$ cat src/rtl/regfile_pkg.sv
// Shared constants for the multi-port register file: default geometry,
// the hardwired zero register index and the supported port-count limits.
package regfile_pkg;
  localparam int DEFAULT_DATA_WIDTH = 32;
  localparam int DEFAULT_ADDR_WIDTH = 5;
  localparam int ZERO_REG_INDEX     = 0;
  localparam int MAX_READ_PORTS     = 4;
  localparam int MAX_WRITE_PORTS    = 2;
endpackage

$ cat src/rtl/regfile_scoreboard.sv
// Per-register pending bits: set by issue, cleared by any write-back,
// with issue taking precedence when both hit the same register.
module regfile_scoreboard
  import regfile_pkg::*;
#(
  parameter int ADDR_WIDTH = DEFAULT_ADDR_WIDTH,
  parameter int NUM_WRITE  = 2,
  parameter int ZERO_REG   = 1
) (
  input  logic                            clk,
  input  logic                            reset,
  input  logic                            issue_en,
  input  logic [ADDR_WIDTH-1:0]           issue_addr,
  input  logic [NUM_WRITE-1:0]            wr_en,
  input  logic [NUM_WRITE*ADDR_WIDTH-1:0] wr_addr,
  output logic [(2**ADDR_WIDTH)-1:0]      pending,
  output logic                            any_pending
);
  localparam int DEPTH = 2 ** ADDR_WIDTH;

  logic [DEPTH-1:0] pending_reg;
  logic [DEPTH-1:0] pending_next;

  genvar gi;
  generate
    for (gi = 0; gi < DEPTH; gi++) begin : g_bit
      logic set_hit;
      logic clr_hit;

      always_comb begin
        clr_hit = 1'b0;
        for (int j = 0; j < NUM_WRITE; j++) begin
          if (wr_en[j] && (wr_addr[j*ADDR_WIDTH +: ADDR_WIDTH] == ADDR_WIDTH'(gi)))
            clr_hit = 1'b1;
        end
        set_hit = issue_en && (issue_addr == ADDR_WIDTH'(gi)) &&
                  !((ZERO_REG != 0) && (gi == ZERO_REG_INDEX));
        // A new writer replaces the retiring one, so set outranks clear.
        if (set_hit)
          pending_next[gi] = 1'b1;
        else if (clr_hit)
          pending_next[gi] = 1'b0;
        else
          pending_next[gi] = pending_reg[gi];
      end
    end
  endgenerate

  always_ff @(posedge clk) begin
    if (reset)
      pending_reg <= '0;
    else
      pending_reg <= pending_next;
  end

  assign pending     = pending_reg;
  assign any_pending = |pending_reg;
endmodule

$ cat src/rtl/register_file_mp.sv
// Multi-port register file with highest-port-wins writes, same-cycle write
// bypass, optional hardwired zero register and a RAW-hazard scoreboard.
module register_file_mp
  import regfile_pkg::*;
#(
  parameter int DATA_WIDTH = DEFAULT_DATA_WIDTH,
  parameter int ADDR_WIDTH = DEFAULT_ADDR_WIDTH,
  parameter int NUM_READ   = 2,
  parameter int NUM_WRITE  = 2,
  parameter int ZERO_REG   = 1,
  parameter int BYPASS     = 1
) (
  input  logic                            clk,
  input  logic                            reset,
  input  logic [NUM_READ*ADDR_WIDTH-1:0]  rd_addr,
  output logic [NUM_READ*DATA_WIDTH-1:0]  rd_data,
  output logic [NUM_READ-1:0]             rd_pending,
  input  logic [NUM_WRITE-1:0]            wr_en,
  input  logic [NUM_WRITE*ADDR_WIDTH-1:0] wr_addr,
  input  logic [NUM_WRITE*DATA_WIDTH-1:0] wr_data,
  input  logic                            issue_en,
  input  logic [ADDR_WIDTH-1:0]           issue_addr,
  output logic                            any_pending
);
  localparam int DEPTH = 2 ** ADDR_WIDTH;
  localparam logic [ADDR_WIDTH-1:0] ZERO_ADDR = ADDR_WIDTH'(ZERO_REG_INDEX);

  logic [DATA_WIDTH-1:0] regs_reg [DEPTH];
  logic [DEPTH-1:0]      pending;
  logic                  any_pending_raw;

  // Later ports are applied last, so the highest port index wins a collision.
  always_ff @(posedge clk) begin
    if (reset) begin
      for (int i = 0; i < DEPTH; i++)
        regs_reg[i] <= '0;
    end else begin
      for (int j = 0; j < NUM_WRITE; j++) begin
        if (wr_en[j] && !((ZERO_REG != 0) && (wr_addr[j*ADDR_WIDTH +: ADDR_WIDTH] == ZERO_ADDR)))
          regs_reg[wr_addr[j*ADDR_WIDTH +: ADDR_WIDTH]] <= wr_data[j*DATA_WIDTH +: DATA_WIDTH];
      end
    end
  end

  regfile_scoreboard #(
    .ADDR_WIDTH (ADDR_WIDTH),
    .NUM_WRITE  (NUM_WRITE),
    .ZERO_REG   (ZERO_REG)
  ) u_scoreboard (
    .clk         (clk),
    .reset       (reset),
    .issue_en    (issue_en),
    .issue_addr  (issue_addr),
    .wr_en       (wr_en),
    .wr_addr     (wr_addr),
    .pending     (pending),
    .any_pending (any_pending_raw)
  );

  assign any_pending = any_pending_raw && !reset;

  genvar gi;
  generate
    for (gi = 0; gi < NUM_READ; gi++) begin : g_read
      logic [ADDR_WIDTH-1:0] addr;
      logic                  hit;
      logic [DATA_WIDTH-1:0] fwd_data;

      assign addr = rd_addr[gi*ADDR_WIDTH +: ADDR_WIDTH];

      always_comb begin
        hit      = 1'b0;
        fwd_data = '0;
        for (int j = 0; j < NUM_WRITE; j++) begin
          if (wr_en[j] && (wr_addr[j*ADDR_WIDTH +: ADDR_WIDTH] == addr)) begin
            hit      = 1'b1;
            fwd_data = wr_data[j*DATA_WIDTH +: DATA_WIDTH];
          end
        end
      end

      always_comb begin
        rd_data[gi*DATA_WIDTH +: DATA_WIDTH] = regs_reg[addr];
        rd_pending[gi]                      = pending[addr];
        if ((BYPASS != 0) && hit) begin
          rd_data[gi*DATA_WIDTH +: DATA_WIDTH] = fwd_data;
          rd_pending[gi]                      = 1'b0;
        end
        if (reset || ((ZERO_REG != 0) && (addr == ZERO_ADDR))) begin
          rd_data[gi*DATA_WIDTH +: DATA_WIDTH] = '0;
          rd_pending[gi]                      = 1'b0;
        end
      end
    end
  endgenerate
endmodule

$ cat config.mk
export PLATFORM = sky130hd
export DESIGN_NAME = register_file_mp
export DESIGN_NICKNAME = d
export VERILOG_FILES = /design/src/rtl/regfile_pkg.sv /design/src/rtl/regfile_scoreboard.sv /design/src/rtl/register_file_mp.sv
export SDC_FILE = /design/constraint.sdc
export NUM_CORES = 2
export LEC_CHECK = 0
export CAP_MARGIN = 20
export CORE_UTILIZATION = 50
export DETAILED_ROUTE_END_ITERATION = 10
export PLACE_DENSITY = 0.73
export SYNTH_ARGS = -nofsm -noshare
export SYNTH_HDL_FRONTEND = slang
export SYNTH_SLANG_ARGS = --single-unit
$ cat constraint.sdc
create_clock -name clk -period 4.2 [get_ports clk]
set_input_delay 0.84 -clock clk [delete_from_list [all_inputs] [get_ports clk]]
set_output_delay 0.84 -clock clk [all_outputs]
set_load 0.01 [all_outputs]
; Word level (Yosys, flattened, before mapping)
; Memories as Yosys holds them, arrays and structs flattened.
; Index checks and enable logic that the tools add are counted.
[op_classes]
n_mux = 158
eq_ne = 97
order_cmp = 2
reduce_logical = 143
[ops]
columns = cell, count
row1 = 32-bit two-way mux, 10
row2 = "5-bit == test, second input constant", 48
row3 = 1-bit two-way mux, 144
row4 = "5-bit by 4-bit == test with 1-bit output, second input constant", 24
row5 = 1-bit logical AND, 100
row6 = 32-bit OR reduction, 2
row7 = 2-bit nonzero test, 31
row8 = "5-bit by 3-bit == test with 1-bit output, second input constant", 12
row9 = 31-bit OR reduction, 1
row10 = "5-bit by 2-bit == test with 1-bit output, second input constant", 6
row11 = 5-bit == test, 4
row12 = 5-bit zero test, 4
row13 = "5-bit by 1-bit == test with 1-bit output, second input constant", 3
row14 = "5-bit by 6-bit < comparator with 1-bit output, second input constant", 2
row15 = 1-bit binary-select mux with 5-bit select, 2
row16 = 5-bit two-way mux, 2
row17 = 1-bit zero test, 3
row18 = 1-bit logical OR, 2
[word_totals]
output_inout_bits = 67
register_bits = 31
n_memories = 1
input_bits = 94
wordCells = 432
mem_bits_rw = 1024
[memory_table]
columns = memory, depth, word_bits, rd, rd_ports_with_merged_regs, wr, line
row1 = regs_reg, 32, 32, 2, 0, 32, register_file_mp.sv:28  ; logic [DATA_WIDTH-1:0] regs_reg [DEPTH];

; Logic depth before layout (Yosys ltp)
[logic_depth]
word_depth = 8
depth_mapped = 9
mapped_depth_nobuf = 5

; Cells and area by module
; From an unflattened synthesis, not the netlist that was laid out.
[hier_totals]
hier_cells = 5078
area_unflattened_um2 = 62766.4
[by_module_without_submodules]
columns = module, seq_area_each_um2, instances, cells_per_inst, area_per_inst_um2
row1 = register_file_mp, 30749.5, 1, 4889, 61118.6
row2 = regfile_scoreboard, 620.6, 1, 189, 1647.8

; Worst setup path after synthesis
; Ideal clock, no wire load.
[synth_timing]
path_kind = input -> register
startpoint = input port wr_addr[1]
endpoint = memory regs_reg[8][0] (netlist name) (enable)
n_path_buf = 2
setup_slack_ns = 0.514
setup_time_ns = 0.436
path_stages = 4
t_arrival_ns = 3.250
cell_sequence = buf_2 or2_2 clkbuf_1 o221ai_1
[synth_rtl]
columns = element, line
row1 = from (decl), register_file_mp.sv:19  ; input logic [NUM_WRITE*ADDR_WIDTH-1:0] wr_addr,
row2 = to (decl), register_file_mp.sv:28

; Worst setup path in the final report
[layout_timing]
startpoint = input port wr_addr[8]
endpoint = output port rd_data[32]
[layout_via]
elab_chain_len = 5
elab_cells_between_ends = 6
classes_between = eq/ne (1) / mux (4) / reduce/logical (1)
[layout_lines]
columns = element, line
row1 = 5-bit == test (*), register_file_mp.sv:75  ; if (wr_en[j] && (wr_addr[j*ADDR_WIDTH +: ADDR_WIDTH] == addr)) begin
row2 = 1-bit logical AND (*), register_file_mp.sv:75
row3 = 32-bit two-way mux or 1-bit two-way mux (tied branches), register_file_mp.sv:75
row4 = 32-bit two-way mux (*), register_file_mp.sv:85  ; if ((BYPASS != 0) && hit) begin
row5 = 32-bit two-way mux (*), register_file_mp.sv:89  ; if (reset || ((ZERO_REG != 0) && (addr == ZERO_ADDR))) begin
row6 = to (decl), register_file_mp.sv:16  ; output logic [NUM_READ*DATA_WIDTH-1:0] rd_data,
; Every way passes the cells marked *; elsewhere a longest branch is shown, timed or not.

==> flow_metrics.py <==
metrics = {
    "hold_path": {
        "hold_depth": 2,
        "hp-class": "flop to flop",
    },
    "drt": {
        "vias": 51636,
        "drt_first_pass_iters": 10,
        "drc": 38,
        "routedWlPerCell_um": 42.3,
        "ant_nets": 0,
        "drt_iter0_drc": 9785,
        "vias_per_cell": 8.20,
        "detail_route.wirelength_um": 267000,
    },
    "floorplanning": {
        "die_area_sq_mm": 0.126,
        "row_count": 129,
        "core_region_area_sq_mm": 0.124,
        "die_x_um": 355,
        "initial_core_util_pct": 50.4,
        "chipHeight_um": 355,
        "ios": 161,
    },
    "grt": {
        "grt_overflow": 0,
        "grt_pass1_vias": 49897,
        "grt_max_degree": 50,
        "grt_util_all_layers_pct": 41.2,
        "antenna_found_initial": 14,
        "grt_pass1_wl_um": 366000,
    },
    "layout": {
        "syn_to_final_growth_pct": 18.9,
        "largest_register_ffs": 1024,
        "fin_nets": 4661,
        "fin_util_pct": 59.9,
        "drive_above_1_share_pct": 32.0,
        "fin_cells": 6296,
        "nFillCells": 9040,
    },
    "cts": {
        "clock-sinks": 1055,
        "cts_buffers": 107,
        "cts_root_buffer": "clkbuf_16",
        "clkSlewWorstSetupHoldPaths_ps": 70,
        "cts_tree": "built",
        "clock_latency_ps": 730,
        "cts_buffer_depth": 3,
        "ctsHtreeMaxLevel": 3,
        "ctsHoldBuffers": 0,
    },
    "worst_setup_path": {
        "critPathMaxStageDelay_ps": 530,
        "reg2reg_depth": 2,
        "critical_path.cell_chain": "clkdlybuf4s50_1 -> buf_12 -> xor2_2 -> nor4_4 -> and2_4 -> buf_6 -> buf_16 -> nor4_1 -> a311oi_1 -> buf_4 -> clkdlybuf4s50_1",
        "critical_path_class": "primary input to output port",
        "worst_setup_path_end_kind": "output port",
        "arrival_ps": 3470,
        "slowest_stage": "clkdlybuf4s50_1",
        "cpMostUsedCell": "clkdlybuf4s50_1",
        "path_max_fanout": 7,
        "required_ps": 3360,
        "start_kind": "primary input",
    },
    "sta": {
        "finalSetupViolCount": 9,
        "hold_slack_ps": 507,
        "layout_min_cycle_time_ps": 4310,
        "rsz0062_at_grt": "true",
        "slew_headroom_pct": 28.6,
        "fin_worst_skew_ps": 0,
        "fin_ws_ps": -115,
        "finalMaxSlewViolations": 0,
        "hold_viol": 0,
        "fmax_ghz": 0.232,
        "min_period_over_period_pct": 103,
        "tightestPinTransition_ps": 1070,
    },
    "synthesis": {
        "synth_top_cell_by_area": "edfxtp_1",
        "syn_area_sq_mm": 0.0624,
        "yosysWarnings": 0,
        "synthArstFlopShare_pct": 0,
        "synth_edf_count": 1024,
        "ys_types": 56,
        "ys_ff_latch": 1055,
        "avgSynthCellArea_sq_um": 14.3,
        "yosysMostFrequentCell": "edfxtp_1",
        "netlist_top_cells_area": "edfxtp_1 (49%), mux4_2 (21%), a22o_1 (14%)",
        "synth_commonest_cells": "edfxtp_1 (1024), a22o_1 (992), mux4_2 (581)",
        "synth_ff_type": "edfxtp_1",
        "syn_inst": 4376,
        "seq_area_frac_synth_pct": 50.2,
        "yosysTopAreaCellShare_pct": 49.2,
    },
    "power": {
        "ir_drop_uv": 332,
        "leakage_nw": 25.2,
        "p_total_mw": 27.0,
        "power_density_mw_per_mm2": 364,
    },
    "outcome": {
        "violations": "design-rule violations, negative setup slack",
        "status": "finished, violations left",
    },
    "place": {
        "dp_hpwl_um": 157000,
        "dp.cells": 6063,
        "gp_congestion": 0.987,
        "port_buffers": 160,
    },
    "job": {
        "drv_cap": 0,
    },
}
## per-layer routing
| metal | part of all wire, % | up-vias | global-route usage, % |
|---|---|---|---|
| met5 | 0.23 | - | 0.113 |
| met4 | 8.3 | 22 | 28.3 |
| met3 | 18 | 1543 | 16.3 |
| met2 | 43 | 5863 | 59.6 |
| met1 | 31 | 25319 | 50.9 |
| li1 | - | 18889 | - |
## cells in the final DEF, fill, tap and decap left out, types with 51 or more instances in the layout
master	instances
edfxtp_1	1024
nand2_1	132
buf_4	406
o21ai_0	94
clkbuf_16	110
a22o_1	992
nor2b_1	87
buf_12	155
clkdlybuf4s50_1	79
o31ai_1	56
a311oi_1	51
nor4_1	58
mux4_2	581
a31oi_1	60
nor2_1	99
## logic make-up after synthesis
group                     count (synthesis)  synth area share [%]
xor gates and xnor gates                 20                 0.281
muxes                                   603                  21.3
AOI/OAI and AO/OA                      1449                  19.0
DFF                                    1055                  50.2
other                                     1               0.00601
buffers and inverters                   714                  4.92
and+or+nand+nor                         534                  4.20
## metrics by stage
| step | instance area, sq um | setup TNS [ps] | worst slack [ps] |
|---|---|---|---|
| 3_3_place_gp | 69900 | -36450 | -769 |
| 5_1_grt | 74200 | -337 | -131 |
| 3_5_place_dp | 69900 | -33450 | -696 |
| 6_report | 74200 | -351 | -115 |
| 4_1_cts | 73900 | -527 | -103 |
| 2_1_floorplan | 62600 | 0 | 514 |
## layout make-up
type                    count  area, sq um  share of cell area (%)
clock inverters            62          693                   0.934
repair buffers            726         7960                    10.7
inverters                  39          149                   0.201
diodes                      6         15.0                  0.0202
well taps                1637         2050                    2.76
clock buffers             133         2780                    3.74
multi-input cells        2638        29200                    39.3
flip-flops and latches   1055        31400                    42.3
## critical path, delay by kind of cell
| family | cells | cell delay (ps) |
|---|---|---|
| buf+inv | 6 | 1580 |
| simple gates | 3 | 560 |
| compound gates | 1 | 290 |
| xor+xnor | 1 | 180 |
## timing repair
item | 4_1_cts | 5_1_grt
hold endpoints to repair | 0 | 0
pin swaps | 21 | 11
resized for setup | 155 | 47
gates cloned | 4 | 3
endpoints found under the setup margin | 66 | 38
setup buffers | 18 | 9
## final timing paths
check | from | endpoint | slack (ps)
setup reg to reg | u_scoreboard.pending[2] | u_scoreboard.pending[2] | 3350
hold / removal | u_scoreboard.pending[25] | u_scoreboard.pending[25] | 510
hold reg to reg | u_scoreboard.pending[25] | u_scoreboard.pending[25] | 510
setup / recovery | wr_addr[8] | rd_data[32] | -110
## report_power, final
part	switching, mW	leakage (nW)	internal, mW
registers	0.322	10.0	12.2
clock network	4.30	1.68	5.44
logic	2.79	13.4	1.99
total	7.41	25.2	19.6
Power figures use the tool's default switching activity.
